==> src/rtl/bcd_score_converter.sv <==
// bcd_score_converter: sequential double-dabble binary-to-BCD converter with 9999 saturation.
// Optional leading-zero blanking when LEADING_ZERO_BLANK_EN is defined.
module bcd_score_converter #(
  parameter int BIN_WIDTH = 14
) (
  input  logic                 clk,
  input  logic                 rst,
  input  logic                 start,
  input  logic [BIN_WIDTH-1:0] bin_in,
  output logic                 busy,
  output logic                 done,
  output logic [15:0]          bcd_out,
  output logic                 overflow
);
  typedef enum logic [1:0] {IDLE, CONV, LOAD} state_t;
  localparam int CW = $clog2(BIN_WIDTH + 1);
`ifdef LEADING_ZERO_BLANK_EN
  localparam logic [15:0] RST_BCD = 16'hFFF0;
`else
  localparam logic [15:0] RST_BCD = 16'h0000;
`endif
  state_t               state_q, state_d;
  logic [BIN_WIDTH-1:0] shift_q, shift_d;
  logic [19:0]          scratch_q, scratch_d;
  logic [CW-1:0]        cnt_q, cnt_d;
  logic                 busy_q, busy_d;
  logic                 done_q, done_d;
  logic [15:0]          bcd_q, bcd_d;
  logic                 ovf_q, ovf_d;
  logic [19:0]          adj;
  logic [15:0]          disp;
  logic                 sat;
  always_comb begin
    adj = scratch_q;
    for (int i = 0; i < 5; i++)
      adj[4*i+:4] = scratch_q[4*i+:4] >= 4'd5 ? scratch_q[4*i+:4] + 4'd3 : scratch_q[4*i+:4];
  end
  // five-digit scratch: any non-zero top digit means the value exceeded 9999
  assign sat = scratch_q[19:16] != 4'd0;
`ifdef LEADING_ZERO_BLANK_EN
  logic z3, z2, z1;
  assign z3 = scratch_q[15:12] == 4'd0;
  assign z2 = z3 && scratch_q[11:8] == 4'd0;
  assign z1 = z2 && scratch_q[7:4] == 4'd0;
  assign disp = {z3 ? 4'hF : scratch_q[15:12], z2 ? 4'hF : scratch_q[11:8],
                 z1 ? 4'hF : scratch_q[7:4], scratch_q[3:0]};
`else
  assign disp = scratch_q[15:0];
`endif
  always_comb begin
    state_d   = state_q;
    shift_d   = shift_q;
    scratch_d = scratch_q;
    cnt_d     = cnt_q;
    busy_d    = busy_q;
    done_d    = 1'b0;
    bcd_d     = bcd_q;
    ovf_d     = ovf_q;
    case (state_q)
      IDLE: if (start) begin
        shift_d   = bin_in;
        scratch_d = '0;
        cnt_d     = '0;
        busy_d    = 1'b1;
        state_d   = CONV;
      end
      CONV: begin
        {scratch_d, shift_d} = {adj, shift_q} << 1;
        cnt_d = cnt_q + 1'b1;
        if (cnt_q == CW'(BIN_WIDTH - 1)) begin
          busy_d  = 1'b0;
          state_d = LOAD;
        end
      end
      LOAD: begin
        bcd_d   = sat ? 16'h9999 : disp;
        ovf_d   = sat;
        done_d  = 1'b1;
        state_d = IDLE;
      end
      default: state_d = IDLE;
    endcase
  end
  always_ff @(posedge clk) begin
    if (rst) begin
      state_q   <= IDLE;
      shift_q   <= '0;
      scratch_q <= '0;
      cnt_q     <= '0;
      busy_q    <= 1'b0;
      done_q    <= 1'b0;
      bcd_q     <= RST_BCD;
      ovf_q     <= 1'b0;
    end else begin
      state_q   <= state_d;
      shift_q   <= shift_d;
      scratch_q <= scratch_d;
      cnt_q     <= cnt_d;
      busy_q    <= busy_d;
      done_q    <= done_d;
      bcd_q     <= bcd_d;
      ovf_q     <= ovf_d;
    end
  end
  assign busy     = busy_q;
  assign done     = done_q;
  assign bcd_out  = bcd_q;
  assign overflow = ovf_q;
endmodule
==> config.mk <==
export PLATFORM = sky130hd
export DESIGN_NAME = bcd_score_converter
export DESIGN_NICKNAME = d
export VERILOG_FILES = /design/src/rtl/bcd_score_converter.sv
export SDC_FILE = /design/constraint.sdc
export NUM_CORES = 1
export LEC_CHECK = 0
export CAP_MARGIN = 10
export CELL_PAD_IN_SITES_DETAIL_PLACEMENT = 0
export CELL_PAD_IN_SITES_GLOBAL_PLACEMENT = 2
export CORE_MARGIN = 10
export CORE_UTILIZATION = 37
export DETAILED_ROUTE_END_ITERATION = 8
export DONT_BUFFER_PORTS = 1
export GPL_TIMING_DRIVEN = 0
export HOLD_SLACK_MARGIN = 0.05
export PLACE_DENSITY = 0.89
export SYNTH_ARGS = -nofsm -noshare
export SYNTH_HDL_FRONTEND = slang
export SYNTH_SLANG_ARGS = --single-unit
==> constraint.sdc <==
create_clock -name clk -period 2 [get_ports clk]
set_clock_uncertainty 0.1 [all_clocks]
set_input_delay 0.5 -clock clk [delete_from_list [all_inputs] [get_ports clk]]
set_output_delay 0.5 -clock clk [all_outputs]
set_load 0.02 [all_outputs]
# --- Yosys cells after proc, flatten, opt, wreduce, memory -nomap -nowiden ---
# Cells that the tools add are included.
word_totals:
  reg_bits: 59
  inputBits: 17
  wordCells: 49
classes:
  muxes: 19
  reduce_logical: 6
  n_addsub: 6
  order_cmp: 5
  eq_ne: 5
op_table:
  columns: ["operator", "count"]
  rows:
  - ["$pmux 20 s2", 1]
  - ["$pmux 14 s2", 1]
  - ["$ge 4x3->1 const B", 5]
  - ["$mux 20", 1]
  - ["$mux 4", 5]
  - ["$add 4x2->4 const B", 4]
  - ["$mux 16", 1]
  - ["$mux 14", 1]
  - ["$pmux 4 s2", 1]
  - ["$add 4x1->4 const B", 1]
  - ["$eq 4x4->1 const B", 1]
  - ["$mux 2", 2]
  - ["$ne 2x2->1 const B", 2]
  - ["$pmux 2 s2", 1]
  - ["$reduce_and 2->1", 2]
  - ["$reduce_bool 4->1", 1]
  - ["$add 3x2->3 const B", 1]
  - ["$mux 1", 3]
  - ["$mux 3", 1]
  - ["$reduce_and 3->1", 1]
  - ["$eq 2x1->1 const B", 1]
  - ["$eq 2x2->1 const B", 1]
  - ["$logic_not 2->1", 1]
  - ["$pmux 1 s2", 1]
  - ["$reduce_bool 2->1", 1]

# --- Longest topological paths before layout ---
logic_depth:
  word_depth: 3
  ltp_mapped: 6

# --- Worst setup path before layout ---
# Ideal clock, no wire load.
synth_path:
  path_kind: "input port to flip-flop"
  start: "in start"
  end: "reg scratch_q[10]"
  required_ns: 1.783
  setup_slack_ns: 0.519
  cell_stages: 5
  path_buffers: 2
  arrival_time_ns: 1.264
  cell_sequence: "buf_4 > o21bai_2 > and2b_1 > buf_4 > a22o_1"
synth_between:
  elab_chain_len: 2
synth_lines:
  columns: ["element", "line_no", "source"]
  rows:
  - ["start: declaration", "8", "input logic start,"]
  - ["$ne 2x2->1 (no line)", null, null]
  - ["$reduce_and 2->1 (no line)", null, null]
  - ["end signal: assignment", "97", "scratch_q <= scratch_d;"]
  - ["end: declaration", "24", "logic [19:0] scratch_q, scratch_d;"]
# Every way passes these cells.
# A chain may end at the register's enable or synchronous reset.

# --- Final worst setup path ---
layout_path:
  start: "reg state_q[1]"
  end: "reg bcd_q[2] (netlist: bcd_out[2])"
layout_between:
  elab_chain_len: 1
layout_lines:
  columns: ["element", "line_no", "source"]
  rows:
  - ["start: declaration", "22", "state_t state_q, state_d;"]
  - ["start signal: assignment", "95", "state_q <= state_d;"]
  - ["$eq 2x2->1", "59", "case (state_q)"]
  - ["end signal: assignment", "92", "bcd_q <= RST_BCD;"]
  - ["end signal: assignment", "101", "bcd_q <= bcd_d;"]
  - ["end: declaration", "28", "logic [15:0] bcd_q, bcd_d;"]
# Every way passes these cells.

==> results.py <==
metrics = {
    "sta": {
        "tightestPinTransition_ps": 592,
        "setup_viol": 0,
        "hold_slack_ps": 332,
        "fin_ws_ps": 194,
        "fin_setup_tns_ps": 0,
        "fmax_mhz": 554,
        "rsz0062_at_grt": "false",
        "finalHoldViolCount": 0,
        "drv_slew": 0,
        "min_period_ps": 1810,
        "relSlewSlack_pct": 60.5,
        "finalCritPeriodShare_pct": 90.3,
    },
    "clocking": {
        "hold_buffers": 0,
        "cts_buffers": 9,
        "cts_tree": "yes",
        "root_buffer": "clkbuf_8",
        "h-tree-depth": 3,
        "insertion_delay_ps": 340,
        "clk_pin_slew_ps": 70,
        "clock-sinks": 59,
        "postCtsSetupBuffers": 0,
        "clk_path_buf_depth": 2,
    },
    "route": {
        "detail_route.first_pass.iterations": 5,
        "via_per_inst": 5.06,
        "drt-initial-drc-count": 161,
        "ant_nets": 0,
        "route.detailed.wl_per_inst_um": 15.8,
        "drc": 0,
        "routed_wl_um": 7160,
        "via_count": 2287,
    },
    "placement": {
        "gp_congestion": 0.746,
        "place_hpwl_um": 4880,
        "io_buffer_count": 0,
        "dp_slack_ps": 162,
        "placed_cells": 436,
    },
    "yosys": {
        "syn_area_um2": 2810,
        "ys_seq_area_share_pct": 42.0,
        "ys_ff_latch": 59,
        "yosys_warnings": 0,
        "synth.distinct_cells": 32,
        "syn_nets": 367,
        "syn_avg_cell_area_um2": 8.34,
        "synthCells": 337,
    },
    "critical_path": {
        "crit_family": "compound AO/OA/AOI/OAI gates",
        "worstSetupPathDepth": 4,
        "rr_worst_depth": 4,
        "worstPathRequired_ps": 2100,
        "path_max_fanout": 10,
        "path_class": "flop to flop",
        "worstPathBufferInverterCount": 1,
        "critical_path_arrival_ps": 1910,
        "cp-end-kind": "flop",
        "path_cells": "buf_2 > nand2_1 > o21bai_2 > a21oi_1",
        "startpoint_type": "flop",
        "cpPeakStageDelay_ps": 500,
        "cp_slowest_cell": "o21bai_2",
    },
    "power_and_ir_drop": {
        "power_density_nw_per_um2": 845,
        "ir_worst_vdd_mv": 0.316,
        "p_leak_uw": 0.00126,
    },
    "global_routing": {
        "grt_max_degree": 11,
        "antenna_found_initial": 0,
        "grt-ovfl-total": 0,
        "grt_pass1_vias": 2247,
        "grt_use_total_pct": 12.7,
        "grt_pass1_wl_um": 11600,
    },
    "floorplanning": {
        "die_w_um": 107,
        "rows": 31,
        "die_area_um2": 11500,
        "start_util_pct": 38.4,
        "die_h_um": 107,
        "io_pins": 36,
        "core_um2": 7330,
    },
    "layout": {
        "stdcell_count": 452,
        "utilization_pct": 43.2,
        "drive_gt1_share_pct": 13.3,
        "layout.nets": 378,
        "multi_input_area_um2": 1460,
        "antennaDiodeCount": 0,
        "ff_latch_area_um2": 1180,
        "synthToLayoutAreaGrowth_pct": 12.7,
        "n_fill_cell": 746,
    },
    "job": {
        "max-cap-violations": 0,
    },
    "worst_hold_path": {
        "hold_class": "primary input to flop",
        "whs_path_depth": 2,
    },
    "run_status": {
        "status": "completed",
    },
}
==> registers in the layout, summed over array words and instances (netlist names) <==
register and flops:
scratch_q 20, bcd_out 16, shift_q 14, cnt_q 4
state_q 2, busy 1, done 1, overflow 1
==> what timing repair did <==
item | 4_1_cts | 5_1_grt
endpoints found under the hold margin | 0 | 0
endpoints found under the setup margin | 0 | 3
resized for setup | 0 | 1
==> final cells by class <==
type                       instances  area share [%]
multi-input combinational        238            46.0
sequential                        59            37.3
clock buffer                      12            4.90
tap                               99            3.91
buffer                            20            3.28
inverter                          20            2.37
clock inverter                     4            2.29
==> stage by stage <==
stage               instance area [um2]  power (uW)
floorplan                          2810        1390
global placement                   2940        1440
detailed placement                 2940        1440
CTS                                3160        2700
global route                       3170        2770
finish                             3170        2680
==> metal layers <==
| layer | global-route usage, % | vias up | routed length (um) |
|---|---|---|---|
| li1 | - | 1173 | - |
| met1 | 16.0 | 1075 | 3530 |
| met2 | 19.5 | 30 | 3200 |
| met3 | 4.37 | 9 | 315 |
| met4 | 4.64 | 0 | 111 |
| met5 | 0 | - | 0 |
==> report_power, final <==
group / switching, uW / total (uW) / internal (uW)
clock: 492 / 1260 / 768
combinational: 117 / 185 / 68.4
sequential: 25.7 / 1230 / 1210
==> path summary, 6_finish.rpt <==
path	startpoint	end	slack (ps)
hold / removal	rst	scratch_q[5]$_SDFFE_PP0P_	330
setup reg to reg	state_q[1]$_SDFFE_PP0P_	bcd_out[2]$_SDFFE_PP0P_	190
setup / recovery	state_q[1]$_SDFFE_PP0P_	bcd_out[2]$_SDFFE_PP0P_	190
hold reg to reg	scratch_q[17]$_SDFFE_PP0P_	scratch_q[17]$_SDFFE_PP0P_	390
==> cells by family after synthesis <==
logic type                 after synthesis  share of synthesized area [%]
and+or+nand+nor                        123                           19.3
AOI/OAI and AO/OA                       87                           21.6
DFF                                     59                           42.0
buffers and inverters                   40                           6.36
adders and majority gates               13                           5.79
xor gates and xnor gates                 9                           2.80
muxes                                    6                           2.18
==> Yosys cell counts <==
cell / number / area, um2
buf_4: 4 / 30.0
nor3b_1: 1 / 7.51
o21bai_2: 2 / 22.5
inv_1: 19 / 71.3
dfxtp_1: 59 / 1180
nor2b_1: 9 / 56.3
xnor2_1: 5 / 43.8
inv_2: 1 / 3.75
a31oi_1: 1 / 6.26
nand3_1: 8 / 40.0
or3_1: 1 / 6.26
nor2_2: 1 / 6.26
o21ai_0: 12 / 60.1
ha_1: 13 / 163
nor3_1: 16 / 80.1
a21oi_1: 41 / 205
a211oi_1: 1 / 7.51
mux2i_1: 5 / 50.1
nor2_1: 61 / 229
nand2b_1: 6 / 37.5
clkbuf_1: 5 / 18.8
buf_2: 11 / 55.1
and2b_1: 1 / 7.51
o221a_2: 6 / 67.6
mux2_2: 1 / 11.3
o2bb2ai_1: 1 / 8.76
a22o_1: 14 / 123
a2111oi_2: 5 / 75.1
nand2_1: 19 / 71.3
a22oi_1: 3 / 22.5
xor2_1: 4 / 35.0
a2bb2oi_1: 1 / 8.76
==> cell usage in the layout, fill, tap and decap left out <==
cell type	Yosys	routed
buf_2	11	11
a2bb2oi_1	1	1
clkbuf_1	5	6
nor2_1	61	61
nor3_1	16	16
a22oi_1	3	3
bufinv_16	0	2
and2b_1	1	1
a21oi_1	41	41
dfxtp_1	59	59
mux2i_1	5	5
o21bai_2	2	2
a31oi_1	1	1
a22o_1	14	14
inv_1	19	19
a2111oi_2	5	5
mux2_2	1	1
nor2b_1	9	9
xnor2_1	5	5
o21ai_0	12	12
nor3b_2	0	1
nand2_1	19	19
clkinv_2	0	1
inv_2	1	1
or3_1	1	1
o221a_2	6	6
nand3_1	8	8
clkinvlp_4	0	1
o2bb2ai_1	1	1
xor2_1	4	4
buf_4	4	4
nand2b_1	6	6
clkbuf_8	0	11
nor2_2	1	1
a211oi_1	1	1
ha_1	13	13
Note: power is estimated with default switching activity, not from simulation.
